===== src/rtl/systolic_conv_engine_if.sv =====
// Control, load-stream and result-stream signals of the systolic convolution engine.
// The master side drives jobs and data; the slave side is the engine.
interface systolic_conv_engine_if #(
  parameter int DATA_W = 8,
  parameter int OUT_W  = 8
);
  logic              start;
  logic              cfg_signed;
  logic              cfg_relu;
  logic              in_valid;
  logic [DATA_W-1:0] in_data;
  logic              in_ready;
  logic              out_valid;
  logic [OUT_W-1:0]  out_data;
  logic              out_last;
  logic              out_ready;
  logic              busy;
  logic              done;

  modport master (
    output start, cfg_signed, cfg_relu, in_valid, in_data, out_ready,
    input  in_ready, out_valid, out_data, out_last, busy, done
  );

  modport slave (
    input  start, cfg_signed, cfg_relu, in_valid, in_data, out_ready,
    output in_ready, out_valid, out_data, out_last, busy, done
  );
endinterface


===== src/rtl/systolic_conv_engine.sv =====
// Valid-mode 2D correlation of an NxN tile with a KxK filter on a KxK weight-stationary
// PE grid, with stream load, signed/unsigned arithmetic, ReLU, saturation and a back-pressured output.
module systolic_conv_engine #(
  parameter int DATA_W = 8,
  parameter int K      = 3,
  parameter int N      = 4,
  parameter int ACC_W  = 2*DATA_W+4,
  parameter int OUT_W  = 8
) (
  input  logic                  clk_in,
  input  logic                  rst,
  systolic_conv_engine_if.slave bus
);
  localparam int M     = N-K+1;
  localparam int MM    = M*M;
  localparam int KK    = K*K;
  localparam int NN    = N*N;
  localparam int TOT   = KK+NN;
  localparam int LD_W  = $clog2(TOT);
  localparam int CMP_W = $clog2(MM+K);
  localparam int OIX_W = (MM > 1) ? $clog2(MM) : 1;

  typedef enum logic [1:0] {
    S_IDLE    = 2'd0,
    S_LOAD    = 2'd1,
    S_COMPUTE = 2'd2,
    S_OUTPUT  = 2'd3
  } state_t;

  state_t             state_r;
  logic [LD_W-1:0]    ld_cnt_r;
  logic [CMP_W-1:0]   cmp_cnt_r;
  logic [OIX_W-1:0]   oidx_r;
  logic               cfg_signed_r;
  logic               cfg_relu_r;
  logic               in_ready_r;
  logic               out_valid_r;
  logic [OUT_W-1:0]   out_data_r;
  logic               out_last_r;
  logic               busy_r;
  logic               done_r;
  logic [DATA_W-1:0]  filt_r [KK];
  logic [DATA_W-1:0]  pix_r  [NN];
  logic [OUT_W-1:0]   res_r  [MM];
  logic [DATA_W-1:0]  x_feed_s [K][K];
  logic [ACC_W-1:0]   psum_s   [K][K];
  logic [ACC_W-1:0]   sum_s;
  logic [OUT_W-1:0]   pp_s;

  // Operands are widened by one bit so one signed multiplier serves both modes.
  function automatic logic [ACC_W-1:0] mul_ext(input logic [DATA_W-1:0] a,
                                               input logic [DATA_W-1:0] b,
                                               input logic sgn);
    logic signed [DATA_W:0]     ae;
    logic signed [DATA_W:0]     be;
    logic signed [2*DATA_W+1:0] p;
    ae = $signed({sgn & a[DATA_W-1], a});
    be = $signed({sgn & b[DATA_W-1], b});
    p  = ae * be;
    return ACC_W'(p);
  endfunction

  function automatic logic [OUT_W-1:0] post_proc(input logic [ACC_W-1:0] acc,
                                                 input logic sgn,
                                                 input logic relu);
    logic signed [ACC_W-1:0] sv;
    logic signed [ACC_W-1:0] hi;
    logic [OUT_W-1:0]        res;
    sv  = $signed(acc);
    res = acc[OUT_W-1:0];
    if (sgn) begin
      if (relu && sv[ACC_W-1]) sv = {ACC_W{1'b0}};
      hi = sv >>> (OUT_W-1);
      if (hi == {ACC_W{1'b0}} || hi == {ACC_W{1'b1}}) res = sv[OUT_W-1:0];
      else if (sv[ACC_W-1])                           res = {1'b1, {(OUT_W-1){1'b0}}};
      else                                            res = {1'b0, {(OUT_W-1){1'b1}}};
    end else begin
      if ((acc >> OUT_W) != {ACC_W{1'b0}}) res = {OUT_W{1'b1}};
      else                                 res = acc[OUT_W-1:0];
    end
    return res;
  endfunction

  // Skewed pixel feed: PE row i works on window (cmp_cnt - i), zero outside the job.
  always_comb begin
    for (int i = 0; i < K; i++) begin
      automatic int p_v = int'(cmp_cnt_r) - i;
      for (int j = 0; j < K; j++) x_feed_s[i][j] = {DATA_W{1'b0}};
      if (p_v >= 0 && p_v < MM) begin
        for (int j = 0; j < K; j++)
          x_feed_s[i][j] = pix_r[(p_v / M + i) * N + (p_v % M) + j];
      end else begin
        for (int j = 0; j < K; j++) x_feed_s[i][j] = {DATA_W{1'b0}};
      end
    end
  end

  for (genvar gi = 0; gi < K; gi++) begin : g_row
    for (genvar gj = 0; gj < K; gj++) begin : g_col
      logic [ACC_W-1:0] psum_in_s;
      logic [ACC_W-1:0] psum_r;
      if (gi == 0) begin : g_top
        assign psum_in_s = {ACC_W{1'b0}};
      end else begin : g_mid
        assign psum_in_s = psum_s[gi-1][gj];
      end
      assign psum_s[gi][gj] = psum_r;
      // PE: stationary tap times skewed pixel, added to the partial sum from above.
      always_ff @(posedge clk_in) begin
        psum_r <= psum_in_s + mul_ext(filt_r[gi*K+gj], x_feed_s[gi][gj], cfg_signed_r);
      end
    end
  end

  // Column outputs of the bottom PE row form one complete window result.
  always_comb begin
    sum_s = {ACC_W{1'b0}};
    for (int j = 0; j < K; j++) sum_s = sum_s + psum_s[K-1][j];
    pp_s = post_proc(sum_s, cfg_signed_r, cfg_relu_r);
  end

  // Sequencing FSM with load, result buffering and registered stream outputs.
  always_ff @(posedge clk_in) begin
    if (rst) begin
      state_r      <= S_IDLE;
      ld_cnt_r     <= {LD_W{1'b0}};
      cmp_cnt_r    <= {CMP_W{1'b0}};
      oidx_r       <= {OIX_W{1'b0}};
      cfg_signed_r <= 1'b0;
      cfg_relu_r   <= 1'b0;
      in_ready_r   <= 1'b0;
      out_valid_r  <= 1'b0;
      out_data_r   <= {OUT_W{1'b0}};
      out_last_r   <= 1'b0;
      busy_r       <= 1'b0;
      done_r       <= 1'b0;
    end else begin
      done_r <= 1'b0;
      case (state_r)
        S_IDLE: begin
          if (bus.start) begin
            cfg_signed_r <= bus.cfg_signed;
            cfg_relu_r   <= bus.cfg_relu;
            ld_cnt_r     <= {LD_W{1'b0}};
            in_ready_r   <= 1'b1;
            busy_r       <= 1'b1;
            state_r      <= S_LOAD;
          end
        end
        S_LOAD: begin
          if (bus.in_valid && in_ready_r) begin
            if (int'(ld_cnt_r) < KK) filt_r[int'(ld_cnt_r)]      <= bus.in_data;
            else                     pix_r[int'(ld_cnt_r) - KK]  <= bus.in_data;
            if (int'(ld_cnt_r) == TOT-1) begin
              in_ready_r <= 1'b0;
              cmp_cnt_r  <= {CMP_W{1'b0}};
              state_r    <= S_COMPUTE;
            end else begin
              ld_cnt_r <= ld_cnt_r + LD_W'(1);
            end
          end
        end
        S_COMPUTE: begin
          if (int'(cmp_cnt_r) >= K) res_r[int'(cmp_cnt_r) - K] <= pp_s;
          if (int'(cmp_cnt_r) == MM+K-1) begin
            out_valid_r <= 1'b1;
            out_data_r  <= (MM == 1) ? pp_s : res_r[0];
            out_last_r  <= (MM == 1);
            oidx_r      <= {OIX_W{1'b0}};
            state_r     <= S_OUTPUT;
          end else begin
            cmp_cnt_r <= cmp_cnt_r + CMP_W'(1);
          end
        end
        S_OUTPUT: begin
          if (out_valid_r && bus.out_ready) begin
            if (out_last_r) begin
              out_valid_r <= 1'b0;
              out_last_r  <= 1'b0;
              busy_r      <= 1'b0;
              done_r      <= 1'b1;
              state_r     <= S_IDLE;
            end else begin
              oidx_r     <= oidx_r + OIX_W'(1);
              out_data_r <= res_r[int'(oidx_r) + 1];
              out_last_r <= (int'(oidx_r) + 1 == MM-1);
            end
          end
        end
        default: state_r <= S_IDLE;
      endcase
    end
  end

  assign bus.in_ready  = in_ready_r;
  assign bus.out_valid = out_valid_r;
  assign bus.out_data  = out_data_r;
  assign bus.out_last  = out_last_r;
  assign bus.busy      = busy_r;
  assign bus.done      = done_r;
endmodule


===== src/flat_wrapper.sv =====
// flat-port wrapper written by rule: the top's interface ports become plain ports
module systolic_conv_engine_flat 
#(
  parameter int DATA_W = 8,
  parameter int K      = 3,
  parameter int N      = 4,
  parameter int ACC_W  = 2*DATA_W+4,
  parameter int OUT_W  = 8
)
  (clk_in, rst, bus_start, bus_cfg_signed, bus_cfg_relu, bus_in_valid, bus_in_data, bus_out_ready, bus_in_ready, bus_out_valid, bus_out_data, bus_out_last, bus_busy, bus_done);
  systolic_conv_engine_if #(.DATA_W(DATA_W), .OUT_W(OUT_W)) bus_i ();
  input  logic clk_in;
  input  logic rst;
  input wire logic [$bits(bus_i.start)-1:0] bus_start;
  input wire logic [$bits(bus_i.cfg_signed)-1:0] bus_cfg_signed;
  input wire logic [$bits(bus_i.cfg_relu)-1:0] bus_cfg_relu;
  input wire logic [$bits(bus_i.in_valid)-1:0] bus_in_valid;
  input wire logic [$bits(bus_i.in_data)-1:0] bus_in_data;
  input wire logic [$bits(bus_i.out_ready)-1:0] bus_out_ready;
  output wire logic [$bits(bus_i.in_ready)-1:0] bus_in_ready;
  output wire logic [$bits(bus_i.out_valid)-1:0] bus_out_valid;
  output wire logic [$bits(bus_i.out_data)-1:0] bus_out_data;
  output wire logic [$bits(bus_i.out_last)-1:0] bus_out_last;
  output wire logic [$bits(bus_i.busy)-1:0] bus_busy;
  output wire logic [$bits(bus_i.done)-1:0] bus_done;
  assign bus_i.start = bus_start;
  assign bus_i.cfg_signed = bus_cfg_signed;
  assign bus_i.cfg_relu = bus_cfg_relu;
  assign bus_i.in_valid = bus_in_valid;
  assign bus_i.in_data = bus_in_data;
  assign bus_i.out_ready = bus_out_ready;
  assign bus_in_ready = bus_i.in_ready;
  assign bus_out_valid = bus_i.out_valid;
  assign bus_out_data = bus_i.out_data;
  assign bus_out_last = bus_i.out_last;
  assign bus_busy = bus_i.busy;
  assign bus_done = bus_i.done;
  systolic_conv_engine #(.DATA_W(DATA_W), .K(K), .N(N), .ACC_W(ACC_W), .OUT_W(OUT_W)) u_core (.clk_in(clk_in), .rst(rst), .bus(bus_i));
endmodule

===== config.mk =====
export PLATFORM = sky130hd
export DESIGN_NAME = systolic_conv_engine_flat
export DESIGN_NICKNAME = d
export VERILOG_FILES = /design/src/rtl/systolic_conv_engine_if.sv /design/src/rtl/systolic_conv_engine.sv /design/src/flat_wrapper.sv
export SDC_FILE = /design/constraint.sdc
export NUM_CORES = 2
export LEC_CHECK = 0
export ABC_AREA = 0
export CAP_MARGIN = 30
export CELL_PAD_IN_SITES_DETAIL_PLACEMENT = 1
export CELL_PAD_IN_SITES_GLOBAL_PLACEMENT = 1
export CORE_UTILIZATION = 30
export CTS_CLUSTER_DIAMETER = 30
export CTS_CLUSTER_SIZE = 28
export DETAILED_ROUTE_END_ITERATION = 8
export GPL_TIMING_DRIVEN = 0
export PLACE_DENSITY = 0.59
export SLEW_MARGIN = 15
export SYNTH_ARGS = -nofsm -noshare
export SYNTH_HDL_FRONTEND = slang
export SYNTH_SLANG_ARGS = --single-unit

===== constraint.sdc =====
create_clock -name clk_in -period 9.42 [get_ports clk_in]
set_input_delay 1.884 -clock clk_in [delete_from_list [all_inputs] [get_ports clk_in]]
set_output_delay 1.884 -clock clk_in [all_outputs]
set_load 0.01 [all_outputs]

After elaboration in Yosys (flattened, before gate mapping)
Memories as Yosys holds them, arrays and structs flattened.
Cells that the tools add are included.
{"block": "classes", "addsub": 29, "multipliers": 9, "n_lt_le_gt_ge": 8, "eq_ne": 16, "mux": 60, "bitwise_logic": 22, "n_reduce_logical": 24}
{"op": "$mul 9x9->18", "n": 9}
{"op": "$add 20x20->20", "n": 5}
{"op": "$mux 24", "n": 3}
{"op": "$add 18x18->19", "n": 3}
{"op": "$mux 8", "n": 7}
{"op": "$mux 20", "n": 2}
{"op": "$eq 32x3->1 const B", "n": 1}
{"op": "$mux 1", "n": 24}
{"op": "$reduce_and 4->1", "n": 6}
{"op": "$and 1x1->1", "n": 20}
{"op": "$eq 20x20->1 const B", "n": 1}
{"op": "$logic_not 20->1", "n": 1}
{"op": "$reduce_bool 20->1", "n": 1}
{"op": "$mux 2", "n": 9}
{"op": "$pmux 8 s2", "n": 1}
{"op": "$mux 5", "n": 3}
{"op": "$add 4x2->4 const B", "n": 3}
{"op": "$add 4x3->4 const B", "n": 3}
{"op": "$ne 2x1->1 const B", "n": 5}
{"op": "$pmux 5 s2", "n": 1}
{"op": "$mux 3", "n": 3}
{"op": "$add 4x2->4", "n": 2}
{"op": "$ge 4x1->1 const B", "n": 2}
{"op": "$lt 4x4->1 const B", "n": 2}
{"op": "other kinds (33)", "n": 51}
{"block": "totals", "reg_bits": 201, "ramBits": 232, "in_bits": 15, "output_inout_bits": 13, "wordCells": 192, "memories": 3}
{"name": "u_core.pix_r", "depth": 16, "width": 8, "rd": 9, "rd_ports_with_merged_regs": 0, "write_ports": 1, "line": "systolic_conv_engine.sv:43", "text": "logic [DATA_W-1:0] pix_r [NN];"}
{"name": "u_core.filt_r", "depth": 9, "width": 8, "rd": 9, "rd_ports_with_merged_regs": 0, "write_ports": 1, "line": "systolic_conv_engine.sv:42", "text": "logic [DATA_W-1:0] filt_r [KK];"}
{"name": "u_core.res_r", "depth": 4, "width": 8, "rd": 2, "rd_ports_with_merged_regs": 0, "write_ports": 1, "line": "systolic_conv_engine.sv:44", "text": "logic [OUT_W-1:0] res_r [MM];"}

Depth between registers and ports, before layout
An unclocked memory read counts as a cell.
{"block": "logic_depth", "word_depth": 11, "mapped_depth": 41, "mapped_depth_nobuf": 36}

Worst setup path before layout
No wires, ideal clock.
{"block": "synth_path", "path_kind": "flip-flop to flip-flop", "start": "register u_core.cmp_cnt_r[1]", "end": "register u_core.g_row[2].g_col[2].psum_r[18]", "setup_time_ps": 127, "t_arrival_ps": 8581, "required_ps": 9293, "slack_ps": 712, "stages_incl_launch_ff": 39, "path_buffers": 7, "path_cell_list": "dfxtp_1 buf_2 buf_2 inv_1 clkbuf_1 ha_1 buf_2 buf_2 buf_2 buf_2 nor2_1 a211oi_1 nand2_1 fa_1 inv_1 fa_1 inv_1 fa_1 [... 3 more ...] fa_1 inv_1 ha_1 inv_1 o21ai_0 a21oi_1 nand2b_1 a21boi_0 nor2_1 xnor2_1 ha_1 and3_1 a21oi_1 o21ai_1 or4_1 a31oi_1 o21ai_0 xor2_1"}
{"block": "synth_between", "elab_chain_cells": 11}
{"element": "start: declaration", "line": "systolic_conv_engine.sv:32", "text": "logic [CMP_W-1:0] cmp_cnt_r;"}
{"element": "start signal: assignment", "line": "systolic_conv_engine.sv:127", "text": "cmp_cnt_r <= {CMP_W{1'b0}};"}
{"element": "start signal: assignment", "line": "systolic_conv_engine.sv:156", "text": "cmp_cnt_r <= {CMP_W{1'b0}};"}
{"element": "start signal: assignment", "line": "systolic_conv_engine.sv:172", "text": "cmp_cnt_r <= cmp_cnt_r + CMP_W'(1);"}
{"element": "$sub 3x2->4 *", "line": "systolic_conv_engine.sv:87", "text": "automatic int p_v = int'(cmp_cnt_r) - i;"}
{"element": "$and 1x1->1 (no line)"}
{"element": "$add 2x1->2 (no line)"}
{"element": "$add 2x2->2", "line": "systolic_conv_engine.sv:91", "text": "x_feed_s[i][j] = pix_r[(p_v / M + i) * N + (p_v % M) + j];"}
{"element": "$add 4x2->4", "line": "systolic_conv_engine.sv:91"}
{"element": "$add 4x3->4", "line": "systolic_conv_engine.sv:91"}
{"element": "$mem_v2 16x8"}
{"element": "$mux 24 *", "line": "systolic_conv_engine.sv:89", "text": "if (p_v >= 0 && p_v < MM) begin"}
{"element": "$and 1x1->1", "line": "systolic_conv_engine.sv:58", "text": "be = $signed({sgn & b[DATA_W-1], b});"}
{"element": "$mul 9x9->18 *", "line": "systolic_conv_engine.sv:59", "text": "p = ae * be;"}
{"element": "$add 20x20->20 *", "line": "systolic_conv_engine.sv:110", "text": "psum_r <= psum_in_s + mul_ext(filt_r[gi*K+gj], x_feed_s[gi][gj], cfg_signed_r);"}
{"element": "end signal: assignment", "line": "systolic_conv_engine.sv:110"}
{"element": "end: declaration", "line": "systolic_conv_engine.sv:101", "text": "logic [ACC_W-1:0] psum_r;"}
Mark *: on every way between the ends. The rest lies on a longest branch, timed or not.
A chain may end at the register's enable or synchronous reset.

Worst setup path after layout
{"block": "layout_path", "start": "register u_core.cmp_cnt_r[0]", "end": "register u_core.g_row[1].g_col[2].psum_r[18]"}
{"block": "layout_between", "elab_chain_cells": 11}
{"element": "$sub 3x1->4 *", "line": "systolic_conv_engine.sv:87"}
{"element": "$and 1x1->1 (no line)"}
{"element": "$add 2x1->2 (no line)"}
{"element": "$add 2x2->2", "line": "systolic_conv_engine.sv:91"}
{"element": "$add 4x2->4", "line": "systolic_conv_engine.sv:91"}
{"element": "$add 4x3->4", "line": "systolic_conv_engine.sv:91"}
{"element": "$mem_v2 16x8"}
{"element": "$mux 24 *", "line": "systolic_conv_engine.sv:89"}
{"element": "$and 1x1->1", "line": "systolic_conv_engine.sv:58"}
{"element": "$mul 9x9->18 *", "line": "systolic_conv_engine.sv:59"}
{"element": "$add 18x18->19 *", "line": "systolic_conv_engine.sv:110"}
{"element": "end signal: assignment", "line": "systolic_conv_engine.sv:110"}
{"element": "end: declaration", "line": "systolic_conv_engine.sv:101"}
Marked as above.

==> out/results.txt <==
The number of cells on the worst reg-to-reg path is 31. The global routing usage on met2 is 30.5%, and the detailed-route wire length is 148 mm. The area of the die is 164000 um^2, and the register-to-register setup slack is 0.38 ns. For this block, the via count after detailed routing is 34900. The number of buffers inserted by hold repair at cts is 0, and the global-route wire length before repair is 229 mm.

The logs give 30.3% for the initial core utilization and 6025 for the synthesized net count. The logs give 9.61 ns for the critical path arrival and 52200 um^2 for the standard cell area after detailed placement. The share of power burned in registers is 23.8%, and the final instance area is 56400 um^2. The kind of cell adding the most delay to the critical path was adder cells. Routability congestion estimate: 0.941.

The top flip-flop cell by instance count after synthesis was edfxtp_1. The number of antenna violations at the first check in global routing was 16. Setup violations remaining at the end of the flow were counted as 0. For the summed negative setup slack over all endpoints, the log shows 0 ns. After global routing, the most crowded layer is met2.

In this run, the number of DRC markers left after iteration 0 of detailed routing was 2233. Counting along the longest clock path gives a buffer depth of 3. Summed over all cells, the static leakage comes to 25.2 nW. Global routing consumed, over all layers together, 18.5% of the routing resources. The flow ran to the end, and the final reports show no timing, DRC or antenna violations. The number of hold-slack violations in the final timing report was 0. The met1 track demand over resource in global routing is 25.2%.

Counting distinct cell types in the post-synthesis netlist gives 69. Global routing used 2.56% of the available met3 tracks. The switching component of the power is 0.00444 W. After layout, the design draws a total of 0.0112 W.

The number of buffers and inverters on the critical path is 11. The count of yosys warnings during synthesis is 0. For this run, the detailed router's first-pass iteration total came to 5. The capturing point of the worst reg2reg path is u_core.g_row[1].g_col[2].psum_r[18]$_DFF_P_. The routed design could run at a clock period as short as 9.04 ns. The worst hold path belongs to the class flop to flop. The cell depth of the worst min-delay path is 1, and the share of flip-flops with an asynchronous set or reset is 0%. The I/O pin count is 28. The maximum fanout encountered on the critical timing path came out at 19. The combinational group share of total power was 42.5%. The logs give 33.8% for the clock share of power and 161000 um^2 for the placeable core region. In this run the vertical extent of the chip is 405 um. VDD sags by at most 0.200 mV. The number of enable-type register cells in the synthesized netlist came out at 232.

Synthesis produced a netlist whose cell count is 4830. The proportion of layout cells with a drive suffix above 1 was 9.14%; the via count of the first global-routing pass was 37767. Port buffering added 26 buffers. The DRC violation count after routing was 0. Maximum clock skew at final layout: 0.0574 ns. The total number of nets in the final design came out at 6199. STA classifies the critical path startpoint as a flop. The setup path with the least slack is of type flop to flop.

Entering global routing, the biggest net connects 25 pins. Die extent in x: 405 um. In the finished design, the share of the clock period the worst path needs comes to 95.9%. The clock slew seen by the registers of the worst setup and hold paths is 0.05 ns.

Design internal power: 0.00674 W. After global routing the overflow that remains totals 0. Cell taking the most area after synthesis: fa_1. At the worst endpoint, the required time is 10.00 ns. The share of synthesized area in the top cell type comes to 29.0%.

Max-cap violations in this run came to 0. The relative slew slack is 36.5%, and the signed area change from the synthesized netlist to the final layout is 15.8%. For the sink count of the clock tree, the log shows 430. For the number of buffers added by the clock tree synthesis step, the log shows 104. The number of max-slew violations in the final report is 0, and the largest incremental delay on the critical path is 0.52 ns.

The startpoint of the lowest-slack hold path is u_core.g_row[0].g_col[2].psum_r[0]$_DFF_P_. The actual transition at the worst max-transition pin works out to 0.946 ns. The H-tree depth reported by CTS came out at 3. A synthesized cell averages 10.1 um^2.

Dividing the detail-routed wire length by the instance count gives 20.4 um. TritonCTS built the clock tree. The fraction of power spent switching nets came out at 39.7%. The library cell used as clock root buffer is clkbuf_16. In this run, synthesis produced a sequential element count of 430.

Summing every instance area after synthesis gives 48700 um^2. For the final HPWL from detailed placement, the log shows 123 mm. Among all stages on the critical path, the largest delay is contributed by fa_1.

The most numerous cell type found on the critical path is fa_1. The per-cell via count in the routed design works out to 4.81. The top cell types in the final layout, fill and taps aside, are 820 x inv_1, 705 x fa_1, 507 x nand2_1, 473 x ha_1, 264 x nor2_1.

Dividing total power by cell area gives a power density of 198 nW/um^2. In this run the remaining antenna-violating nets after routing total 0. Kind of capture point of the worst setup path: a flop. By area the synthesized netlist is led by fa_1 29%, edfxtp_1 14%, ha_1 12%, dfxtp_1 8.1%, inv_1 6.3%. The run gives 22.5% as the sequential-to-total area share from yosys stat. The startpoint identified for the worst register-to-register timing path is u_core.cmp_cnt_r[0]$_SDFFE_PP0P_. The path with the worst hold slack has its endpoint at u_core.g_row[1].g_col[2].psum_r[0]$_DFF_P_. The library cell used most frequently in the layout, excluding fill and tap cells, is inv_1.

The clock latency on the worst-skew pair was 0.72 ns. For the highest attainable clock frequency, the log shows 111 MHz. Setup repair after global routing left no endpoint under its margin.

Row generation in the floorplan step produced 147 rows.
## worst reg2reg max path, delay by kind of cell (launching register included)
| kind | cells | cell delay (ns) |
|---|---|---|
| adders and majority gates | 7 | 3.05 |
| buffers and inverters | 11 | 2.62 |
| AOI/OAI and AO/OA | 8 | 1.86 |
| and+or+nand+nor | 4 | 0.67 |
| DFF | 1 | 0.48 |
| xor gates and xnor gates | 1 | 0.23 |
## cell families after synthesis
group	count (synthesis)	share of synthesized area, %
flops	430	22.5
mux	148	4.44
simple gates	1322	12.8
xor+xnor	241	4.35
fa+ha+maj	1180	41.2
buf+inv	988	7.72
compound gates	521	7.00
## per-stage QoR
step	utilization (%)	cells	setup WS, ns	hold WS, ns
detailed placement	32.5	7052	-1.82	0.452
floorplan	-	4830	0.712	0.432
finish	35.1	7260	0.383	0.463
CTS	34.9	7250	0.0128	0.466
global route	35.1	7256	0.00116	0.476
global placement	32.1	7016	-2.29	0.453
## power by group through the flow
stage | registers, W | logic [W] | clock network, W
6_report | 0.00266 | 0.00475 | 0.00378
5_1_grt | 0.00268 | 0.00536 | 0.00393
4_1_cts | 0.00267 | 0.00476 | 0.00384
3_5_place_dp | 0.00270 | 0.00469 | 0
3_3_place_gp | 0.00271 | 0.00459 | 0
2_1_floorplan | 0.00249 | 0.00344 | 0
## how the worst max path moves through the flow
| stage | slack, ns | from | endpoint | cells after the start |
|---|---|---|---|---|
| floorplan | 0.71 | u_core.cmp_cnt_r[1]$_SDFFE_PP0P_ | u_core.g_row[2].g_col[2].psum_r[18]$_DFF_P_ | 38 |
| global placement | -2.29 | u_core.cmp_cnt_r[1]$_SDFFE_PP0P_ | u_core.g_row[2].g_col[2].psum_r[18]$_DFF_P_ | 36 |
| detailed placement | -1.82 | u_core.cmp_cnt_r[1]$_SDFFE_PP0P_ | u_core.g_row[2].g_col[2].psum_r[18]$_DFF_P_ | 38 |
| CTS | 0.01 | u_core.cmp_cnt_r[1]$_SDFFE_PP0P_ | u_core.g_row[2].g_col[0].psum_r[18]$_DFF_P_ | 40 |
| global route | 0.001 | u_core.cmp_cnt_r[1]$_SDFFE_PP0P_ | u_core.g_row[2].g_col[1].psum_r[18]$_DFF_P_ | 41 |
| finish | 0.38 | u_core.cmp_cnt_r[0]$_SDFFE_PP0P_ | u_core.g_row[1].g_col[2].psum_r[18]$_DFF_P_ | 31 |
## flip-flops by register name (all words and copies together) (netlist names)
signal / count
u_core.pix_r: 128
u_core.oidx_r: 2
u_core.g_row.g_col.psum_r: 171
u_core.cmp_cnt_r: 3
u_core.cfg_relu_r: 1
u_core.ld_cnt_r: 5
u_core.state_r: 2
u_core.bus.busy: 1
u_core.res_r: 32
u_core.bus.out_last: 1
u_core.bus.out_data: 8
u_core.bus.in_ready: 1
u_core.filt_r: 72
u_core.bus.done: 1
u_core.cfg_signed_r: 1
u_core.bus.out_valid: 1
## per-layer routing
layer | share of wire, % | vias up
met5 | 0.015 | -
met3 | 5.0 | 188
met4 | 2.6 | 4
met2 | 47 | 768
met1 | 46 | 17952
li1 | - | 15988
## cell type report
cell class / instances / area (um^2)
Antenna cell: 4 / 10.0
Inverter: 822 / 3090
Fill cell: 18088 / 104000
Sequential cell: 430 / 10900
Timing Repair Buffer: 76 / 766
Clock inverter: 79 / 945
Buffer: 158 / 743
Clock buffer: 119 / 2800
Tap cell: 2160 / 2700
Multi-Input combinational cell: 3412 / 34400
## what timing repair did
action | in CTS | in global routing
setup endpoints to repair | 51 | 25
setup buffers | 3 | 9
pin swaps | 4 | 9
gates resized for setup | 65 | 52
gates cloned | 0 | 0
## synthesized netlist by cell type (50+ instances only)
cell,count
a21oi_1,137
o21ai_0,100
clkbuf_1,83
and3_1,118
nor2_1,272
inv_1,822
xnor2_1,192
dfxtp_1,198
mux4_2,51
nand2_1,509
and2_1,210
ha_1,475
mux2i_1,65
edfxtp_1,232
buf_1,50
nand2b_1,55
fa_1,705
No activity file was read; power rests on OpenSTA's default activity.
